File: src/rtl/fp_add_pipe.sv
// ---------------------------------------------------------------------------
// fp_add_pipe -- pipelined floating-point adder (BF16 by default).
//
// Three register stages with valid/ready flow control:
//   S1 align   : unpack, classify, swap by magnitude, align the smaller
//                significand into a {hidden, mantissa, guard, round, sticky}
//                field.
//   S2 add/norm: add or subtract the significands, then renormalise.
//   S3 round   : round-to-nearest-even, detect overflow/underflow, pack.
// Special operands (NaN, inf) are resolved in S1 and carried down the pipe.
// Subnormal inputs are flushed to zero, with their sign kept.
//
// Optional feature: define FP_ADD_SAT_EN to saturate a finite-operand
// overflow to the largest finite magnitude instead of producing inf.
//
// Ports:
//   clk, rst_n         clock (rising edge), asynchronous active-low reset
//   in_valid/in_ready  operand handshake; in_ready = advance (combinational)
//   a, b               operands, W = 1+EXP_W+MAN_W bits
//   out_valid/out_ready result handshake
//   sum                registered rounded result
//   flags              {invalid, overflow, underflow, inexact}, aligned to sum
// ---------------------------------------------------------------------------
module fp_add_pipe #(
    parameter int EXP_W = 8,
    parameter int MAN_W = 7,
    localparam int W = 1 + EXP_W + MAN_W
) (
    input  logic         clk,
    input  logic         rst_n,
    input  logic         in_valid,
    output logic         in_ready,
    input  logic [W-1:0] a,
    input  logic [W-1:0] b,
    output logic         out_valid,
    input  logic         out_ready,
    output logic [W-1:0] sum,
    output logic [3:0]   flags
);

    localparam int SIG_W   = MAN_W + 4;            // hidden + mantissa + G/R/S
    localparam int CNT_W   = $clog2(SIG_W + 1);
    localparam int EXP_MAX = (1 << EXP_W) - 1;

    // Two spare bits: one for headroom above EXP_MAX, one for the sign.
    typedef logic signed [EXP_W+1:0] sexp_t;

    localparam logic [W-1:0] QNAN = {1'b0, {EXP_W{1'b1}}, 1'b1, {(MAN_W-1){1'b0}}};

    function automatic logic [CNT_W-1:0] lzc(input logic [SIG_W-1:0] v);
        logic [CNT_W-1:0] cnt;
        cnt = CNT_W'(SIG_W);
        // The highest set bit is visited last and therefore wins.
        for (int i = 0; i < SIG_W; i++) begin
            if (v[i]) cnt = CNT_W'(SIG_W - 1 - i);
        end
        return cnt;
    endfunction

    // All stages move together; a bubble still occupies its slot.
    logic advance;
    assign advance  = out_ready || !out_valid;
    assign in_ready = advance;

    // ------------------------------------------------------------------ S1
    logic             sa, sb;
    logic [EXP_W-1:0] ea, eb;
    logic [MAN_W-1:0] ma, mb;
    assign {sa, ea, ma} = a;
    assign {sb, eb, mb} = b;

    logic a_zero, a_inf, a_nan, b_zero, b_inf, b_nan;
    assign a_zero = (ea == '0);
    assign b_zero = (eb == '0);
    assign a_inf  = (ea == '1) && (ma == '0);
    assign b_inf  = (eb == '1) && (mb == '0);
    assign a_nan  = (ea == '1) && (ma != '0);
    assign b_nan  = (eb == '1) && (mb != '0);

    // Flushed subnormals compare as magnitude zero.
    logic [W-2:0] mag_a, mag_b;
    logic         a_big;
    assign mag_a = a_zero ? '0 : a[W-2:0];
    assign mag_b = b_zero ? '0 : b[W-2:0];
    assign a_big = (mag_a >= mag_b);

    logic             sign_l;
    logic [EXP_W-1:0] exp_l, exp_s, diff;
    logic [SIG_W-1:0] sig_l, sig_s, sig_s_al;
    logic [2*SIG_W-1:0] ext;
    logic             any_nan, any_inf;

    always_comb begin
        sign_l = a_big ? sa : sb;
        exp_l  = a_big ? ea : eb;
        exp_s  = a_big ? eb : ea;
        sig_l  = a_big ? (a_zero ? '0 : {1'b1, ma, 3'b000})
                       : (b_zero ? '0 : {1'b1, mb, 3'b000});
        sig_s  = a_big ? (b_zero ? '0 : {1'b1, mb, 3'b000})
                       : (a_zero ? '0 : {1'b1, ma, 3'b000});
        diff   = exp_l - exp_s;
        ext    = {sig_s, {SIG_W{1'b0}}} >> diff;
        if (diff >= EXP_W'(SIG_W)) begin
            sig_s_al = {{(SIG_W-1){1'b0}}, |sig_s};
        end else begin
            sig_s_al    = ext[2*SIG_W-1:SIG_W];
            sig_s_al[0] = sig_s_al[0] | (|ext[SIG_W-1:0]);
        end
        any_nan = a_nan || b_nan || (a_inf && b_inf && (sa != sb));
        any_inf = a_inf || b_inf;
    end

    logic             s1_valid, s1_special, s1_invalid, s1_sign, s1_sub;
    logic [W-1:0]     s1_spec_val;
    logic [EXP_W-1:0] s1_exp;
    logic [SIG_W-1:0] s1_sig_l, s1_sig_s;

    // ------------------------------------------------------------------ S2
    logic [SIG_W:0]   add_raw;
    logic [SIG_W-1:0] sub_raw, norm;
    logic [CNT_W-1:0] lz;
    sexp_t            norm_exp;
    logic             norm_sign;

    always_comb begin
        add_raw   = {1'b0, s1_sig_l} + {1'b0, s1_sig_s};
        sub_raw   = s1_sig_l - s1_sig_s;
        lz        = lzc(sub_raw);
        norm_exp  = sexp_t'(s1_exp);
        norm_sign = s1_sign;
        if (!s1_sub) begin
            if (add_raw[SIG_W]) begin
                norm     = add_raw[SIG_W:1];
                norm[0]  = norm[0] | add_raw[0];
                norm_exp = sexp_t'(s1_exp) + sexp_t'(1);
            end else begin
                norm = add_raw[SIG_W-1:0];
            end
        end else begin
            norm     = sub_raw << lz;
            norm_exp = sexp_t'(s1_exp) - sexp_t'(lz);
            // Exact cancellation always yields +0.
            if (sub_raw == '0) norm_sign = 1'b0;
        end
    end

    // A normalised nonzero result always has its hidden bit set, so the
    // hidden bit doubles as the not-zero indicator and need not be stored.
    logic             s2_valid, s2_special, s2_invalid, s2_sign, s2_zero;
    logic [W-1:0]     s2_spec_val;
    sexp_t            s2_exp;
    logic [SIG_W-2:0] s2_frac;

    // ------------------------------------------------------------------ S3
    logic             guard, rnd, stk, inc, carry, inexact;
    logic [MAN_W-1:0] man_r;
    sexp_t            exp_r;
    logic [W-1:0]     res_sum;
    logic [3:0]       res_flags;

    always_comb begin
        guard   = s2_frac[2];
        rnd     = s2_frac[1];
        stk     = s2_frac[0];
        inc     = guard && (rnd || stk || s2_frac[3]);
        inexact = guard || rnd || stk;
        // A carry out of the mantissa means 1.11..1 rounded up to 10.00..0:
        // the mantissa wraps to zero and the exponent takes the carry.
        {carry, man_r} = {1'b0, s2_frac[SIG_W-2:3]} + (MAN_W+1)'(inc);
        exp_r     = s2_exp + sexp_t'(carry);
        res_sum   = {s2_sign, exp_r[EXP_W-1:0], man_r};
        res_flags = {3'b000, inexact};
        if (s2_special) begin
            res_sum   = s2_spec_val;
            res_flags = {s2_invalid, 3'b000};
        end else if (s2_zero) begin
            res_sum   = {s2_sign, {(W-1){1'b0}}};
            res_flags = 4'b0000;
        end else if (exp_r >= sexp_t'(EXP_MAX)) begin
`ifdef FP_ADD_SAT_EN
            res_sum   = {s2_sign, {(EXP_W-1){1'b1}}, 1'b0, {MAN_W{1'b1}}};
`else
            res_sum   = {s2_sign, {EXP_W{1'b1}}, {MAN_W{1'b0}}};
`endif
            res_flags = 4'b0101;
        end else if (exp_r <= sexp_t'(0)) begin
            res_sum   = {s2_sign, {(W-1){1'b0}}};
            res_flags = 4'b0011;
        end
    end

    // ------------------------------------------------------------- registers
    // NOTE: only the valid bits and the visible outputs are reset; payload
    // registers are qualified by their valid and need no reset.
    always_ff @(posedge clk or negedge rst_n) begin
        if (!rst_n) begin
            s1_valid  <= 1'b0;
            s2_valid  <= 1'b0;
            out_valid <= 1'b0;
            sum       <= '0;
            flags     <= '0;
        end else if (advance) begin
            s1_valid  <= in_valid;
            s2_valid  <= s1_valid;
            out_valid <= s2_valid;
            if (s2_valid) begin
                sum   <= res_sum;
                flags <= res_flags;
            end
        end
    end

    always_ff @(posedge clk) begin
        if (advance) begin
            s1_special  <= any_nan || any_inf;
            s1_invalid  <= any_nan;
            s1_spec_val <= any_nan ? QNAN : (a_inf ? a : b);
            s1_sign     <= sign_l;
            s1_sub      <= (sa != sb);
            s1_exp      <= exp_l;
            s1_sig_l    <= sig_l;
            s1_sig_s    <= sig_s_al;

            s2_special  <= s1_special;
            s2_invalid  <= s1_invalid;
            s2_spec_val <= s1_spec_val;
            s2_sign     <= norm_sign;
            s2_zero     <= !norm[SIG_W-1];
            s2_exp      <= norm_exp;
            s2_frac     <= norm[SIG_W-2:0];
        end
    end

endmodule

File: config.mk
export PLATFORM = sky130hd
export DESIGN_NAME = fp_add_pipe
export DESIGN_NICKNAME = d
export VERILOG_FILES = /design/src/rtl/fp_add_pipe.sv
export SDC_FILE = /design/constraint.sdc
export NUM_CORES = 1
export LEC_CHECK = 0
export CAP_MARGIN = 20
export CORE_ASPECT_RATIO = 0.5
export CORE_MARGIN = 10
export CORE_UTILIZATION = 55
export DETAILED_ROUTE_END_ITERATION = 10
export PLACE_DENSITY = 0.84
export RECOVER_POWER = 25
export SYNTH_ARGS = -nofsm -noshare
export SYNTH_HDL_FRONTEND = slang
export SYNTH_SLANG_ARGS = --single-unit
File: constraint.sdc
create_clock -name clk -period 6.6 [get_ports clk]
set_input_delay 1.65 -clock clk [delete_from_list [all_inputs] [get_ports clk]]
set_output_delay 1.65 -clock clk [all_outputs]
set_load 0.02 [all_outputs]
==> flow_summary.yaml <==
finish:
  drive_above_1_share_pct: 7.30
  instances_no_fill: 1110
  nets: 989
  final_core_utilization_pct: 65.3
  area_delta_synth_final_pct: 15.1
  final_area_um2: 8950
  antenna-diode-count: 0
  final.fill_count: 1090
clock_tree:
  cts_max_level: 3
  post_cts_buffers: 0
  cts_hold_repair.buffers: 0
  numCtsBuffers: 9
  cts.reportedPaths.clkPinSlew_ps: 80
  tritoncts_clock_tree: "done"
  post_cts_resize_count: 0
  clk_latency_ps: 350
  cts.root.buffer_cell: "clkbuf_16"
  clock-sinks: 110
  clock_tree.buffer_depth: 2
yosys:
  synth_edf_count: 87
  post-synth-top-area-cell: "edfxtp_1"
  seq_area_frac_synth_pct: 41.0
  ys.flop_type: "edfxtp_1"
  syn-cell-area_um2: 7770
  synthMostInstantiatedCell: "nand2_1"
  post_synth_main_area_contributors: "edfxtp_1, dfrtp_1, ha_1"
  ys_seq_elements: 110
  ys_top_cells_by_count: "nand2_1, edfxtp_1, nor2_1"
  mean_instance_size_in_the_synthesized_netlist_um2: 9.08
  yosysUniqueCellTypes: 73
  cells_after_synthesis: 856
  ys.warnings.count: 0
  share_of_the_synthesized_area_in_the_top_cell_type_pct: 33.6
  async_flop_share_pct: 20.9
  synth_nets: 932
place:
  placer_s_final_routability_congestion_estimate: 0.966
  pre_cts_ws_ps: 64.2
  numPortBuffers: 57
  dp_hpwl_um: 16000
  dp_cells: 1091
  dpl_cell_area_um2: 8640
power_and_ir_drop:
  p_clk_share_pct: 16.4
  power.density_nw_per_um2: 348
  power.net_switching_mw: 1.27
  p_sw_share_pct: 40.8
  p_leak_nw: 3.52
  power.ir.vdd_worst_mv: 0.162
  seqPwrFrac_pct: 36.6
  combinationalPowerShare_pct: 47.0
  p_int_mw: 1.84
floorplan:
  die_h_um: 104
  placeableCoreArea_um2: 13700
  dieArea_um2: 19600
  die_width_um: 188
  initial_utilization_pct: 56.7
  io_pins: 58
  core.rowCount: 30
detailed_routing:
  routed_wl_um: 20800
  detail_route.wl_per_cell_um: 18.7
  via_per_inst: 6.18
  drc_errors: 0
  drt.antenna.violating_nets: 0
  overall_via_count_from_detail_route: 6862
  drt_pass1_iterations: 6
  detail_route.iter0.violations: 712
sta:
  slew_at_the_pin_closest_to_its_max_slew_limit_ps: 1730
  worst_clock_skew_ps: 13.6
  final-setup-viol-count: 0
  max-slew-margin-rel_pct: -15.1
  max_freq_mhz: 160
  rsz0062_at_grt: "false"
  layout_min_cycle_time_ps: 6260
  finalMaxSlewViolations: 33
  finalCritPeriodShare_pct: 94.9
  worst_slack_ps: 337
  hold_violations: 0
  total_negative_slack_ps: 0
worst_setup_path:
  timing.reg2reg.worst_path_depth: 20
  critPathRequiredTime_ps: 6760
  regToRegSetupSlack_ps: 1640
  criticalPathCategory: "in -> reg"
  setup.worst_path.end_class: "register"
  nature_of_the_critical_path_startpoint: "input pin"
  worst_ep_arrival_time_ps: 6430
  critical_path_peak_fanout: 9
status:
  failing_checks: "capacitance limit, slew limit"
  status: "finished with violations"
job:
  timing.max_cap.violations: 1
hold_path:
  min-delay-path-class: "reg -> reg"
  worst_hold_path_cell_count: 0
global_routing:
  grt_pass1_wl_um: 33000
  grt_usage_pct: 20.3
  grt_antenna_before_repair: 0
  grt_overflow: 0
  maximum_number_of_pins_on_one_net_before_global_route_repair: 93
  grt_pass1_vias: 6449
## layer usage
metal  global-route usage [%]  vias up  routed length, um
met5                        0        -                  0
met4                     4.88        0                294
met3                     5.29       24               2120
met2                     30.8      342               9240
met1                     28.1     3245               9120
li1                         -     3251                  -
## path summary, 6_finish.rpt
check | endpoint | from
max | s1_sig_s[7] | a[7]
min | s2_spec_val[12] | s1_spec_val[12]
max reg2reg | s2_exp[6] | s1_sig_s[0]
min reg2reg | s2_spec_val[12] | s1_spec_val[12]
max in group asynchronous | sum[1] | rst_n
min in group asynchronous | sum[2] | rst_n
## per-stage QoR
stage               hold slack [ps]  total power [mW]
global placement                402              2.53
finish                          414              3.11
global route                    428              3.32
detailed placement              405              2.57
CTS                             420              3.08
floorplan                       400              2.12
## cell usage in the layout, fill, tap and decap left out, drive strengths merged, types with 8 or more instances in the layout
master	instances
a21oi	56
a22oi	10
a31oi	11
and2	10
and3	11
buf	34
clkbuf	13
clkdlybuf4s50	54
dfrtp	23
edfxtp	87
ha	38
inv	53
mux2i	24
nand2	100
nand2b	11
nand3	32
nand4	11
nor2	69
nor2b	8
nor3	19
o211ai	10
o21ai	65
o22ai	8
xnor2	28
xor2	19
## critical path, stage by stage
cell             delay (ps)
clkdlybuf4s50_1         430
or4_1                   570
or2_1                   370
nand2_1                 140
ha_1                    230
nand2b_1                140
a21oi_1                 250
a21oi_1                  80
o2111ai_1               280
nand3_1                 150
mux2i_1                 150
ha_1                    210
a211o_1                 250
a211o_1                 320
a31o_1                  250
a2111oi_4               370
buf_4                   190
nand2_4                  80
a2111oi_4               310
## sequential cells by signal, summed over array words and instances, names as in the netlist, 4 cells and up
name         flops
s2_exp          10
s2_frac         10
flags            4
s1_exp           8
s1_sig_s        11
s1_spec_val     16
s2_spec_val     16
s1_sig_l         8
sum             16
## cell type report
cell class	instances	area, um2	share of cell area (%)
Multi-Input combinational cell	647	4190	46.8
Sequential cell	110	3190	35.6
Timing Repair Buffer	94	857	9.58
Tap cell	192	240	2.68
Clock buffer	10	229	2.56
Inverter	51	191	2.14
Clock inverter	6	55.1	0.615
## cells by family (layout without fill, tap and decap cells)
kind of cell             after synthesis  after routing  synth area share, %
flip-flops                           110            110                 41.0
AND/OR/NAND/NOR                      297            297                 18.1
AO/OA/AOI/OAI                        233            233                 19.8
XOR/XNOR                              47             47                 5.39
adder cells (fa/ha/maj)               41             41                 6.76
buffers and inverters                 99            161                 5.12
multiplexers                          29             29                 3.81
## power groups by stage
| stage | Clock, mW | Sequential [mW] | Combinational [mW] |
|---|---|---|---|
| final | 0.510 | 1.14 | 1.46 |
| after global routing | 0.549 | 1.16 | 1.60 |
| after CTS | 0.513 | 1.14 | 1.43 |
| after detailed placement | 0 | 1.15 | 1.42 |
| after global placement | 0 | 1.14 | 1.39 |
| after floorplan | 0 | 1.17 | 0.951 |
Power figures use the tool's default switching activity.
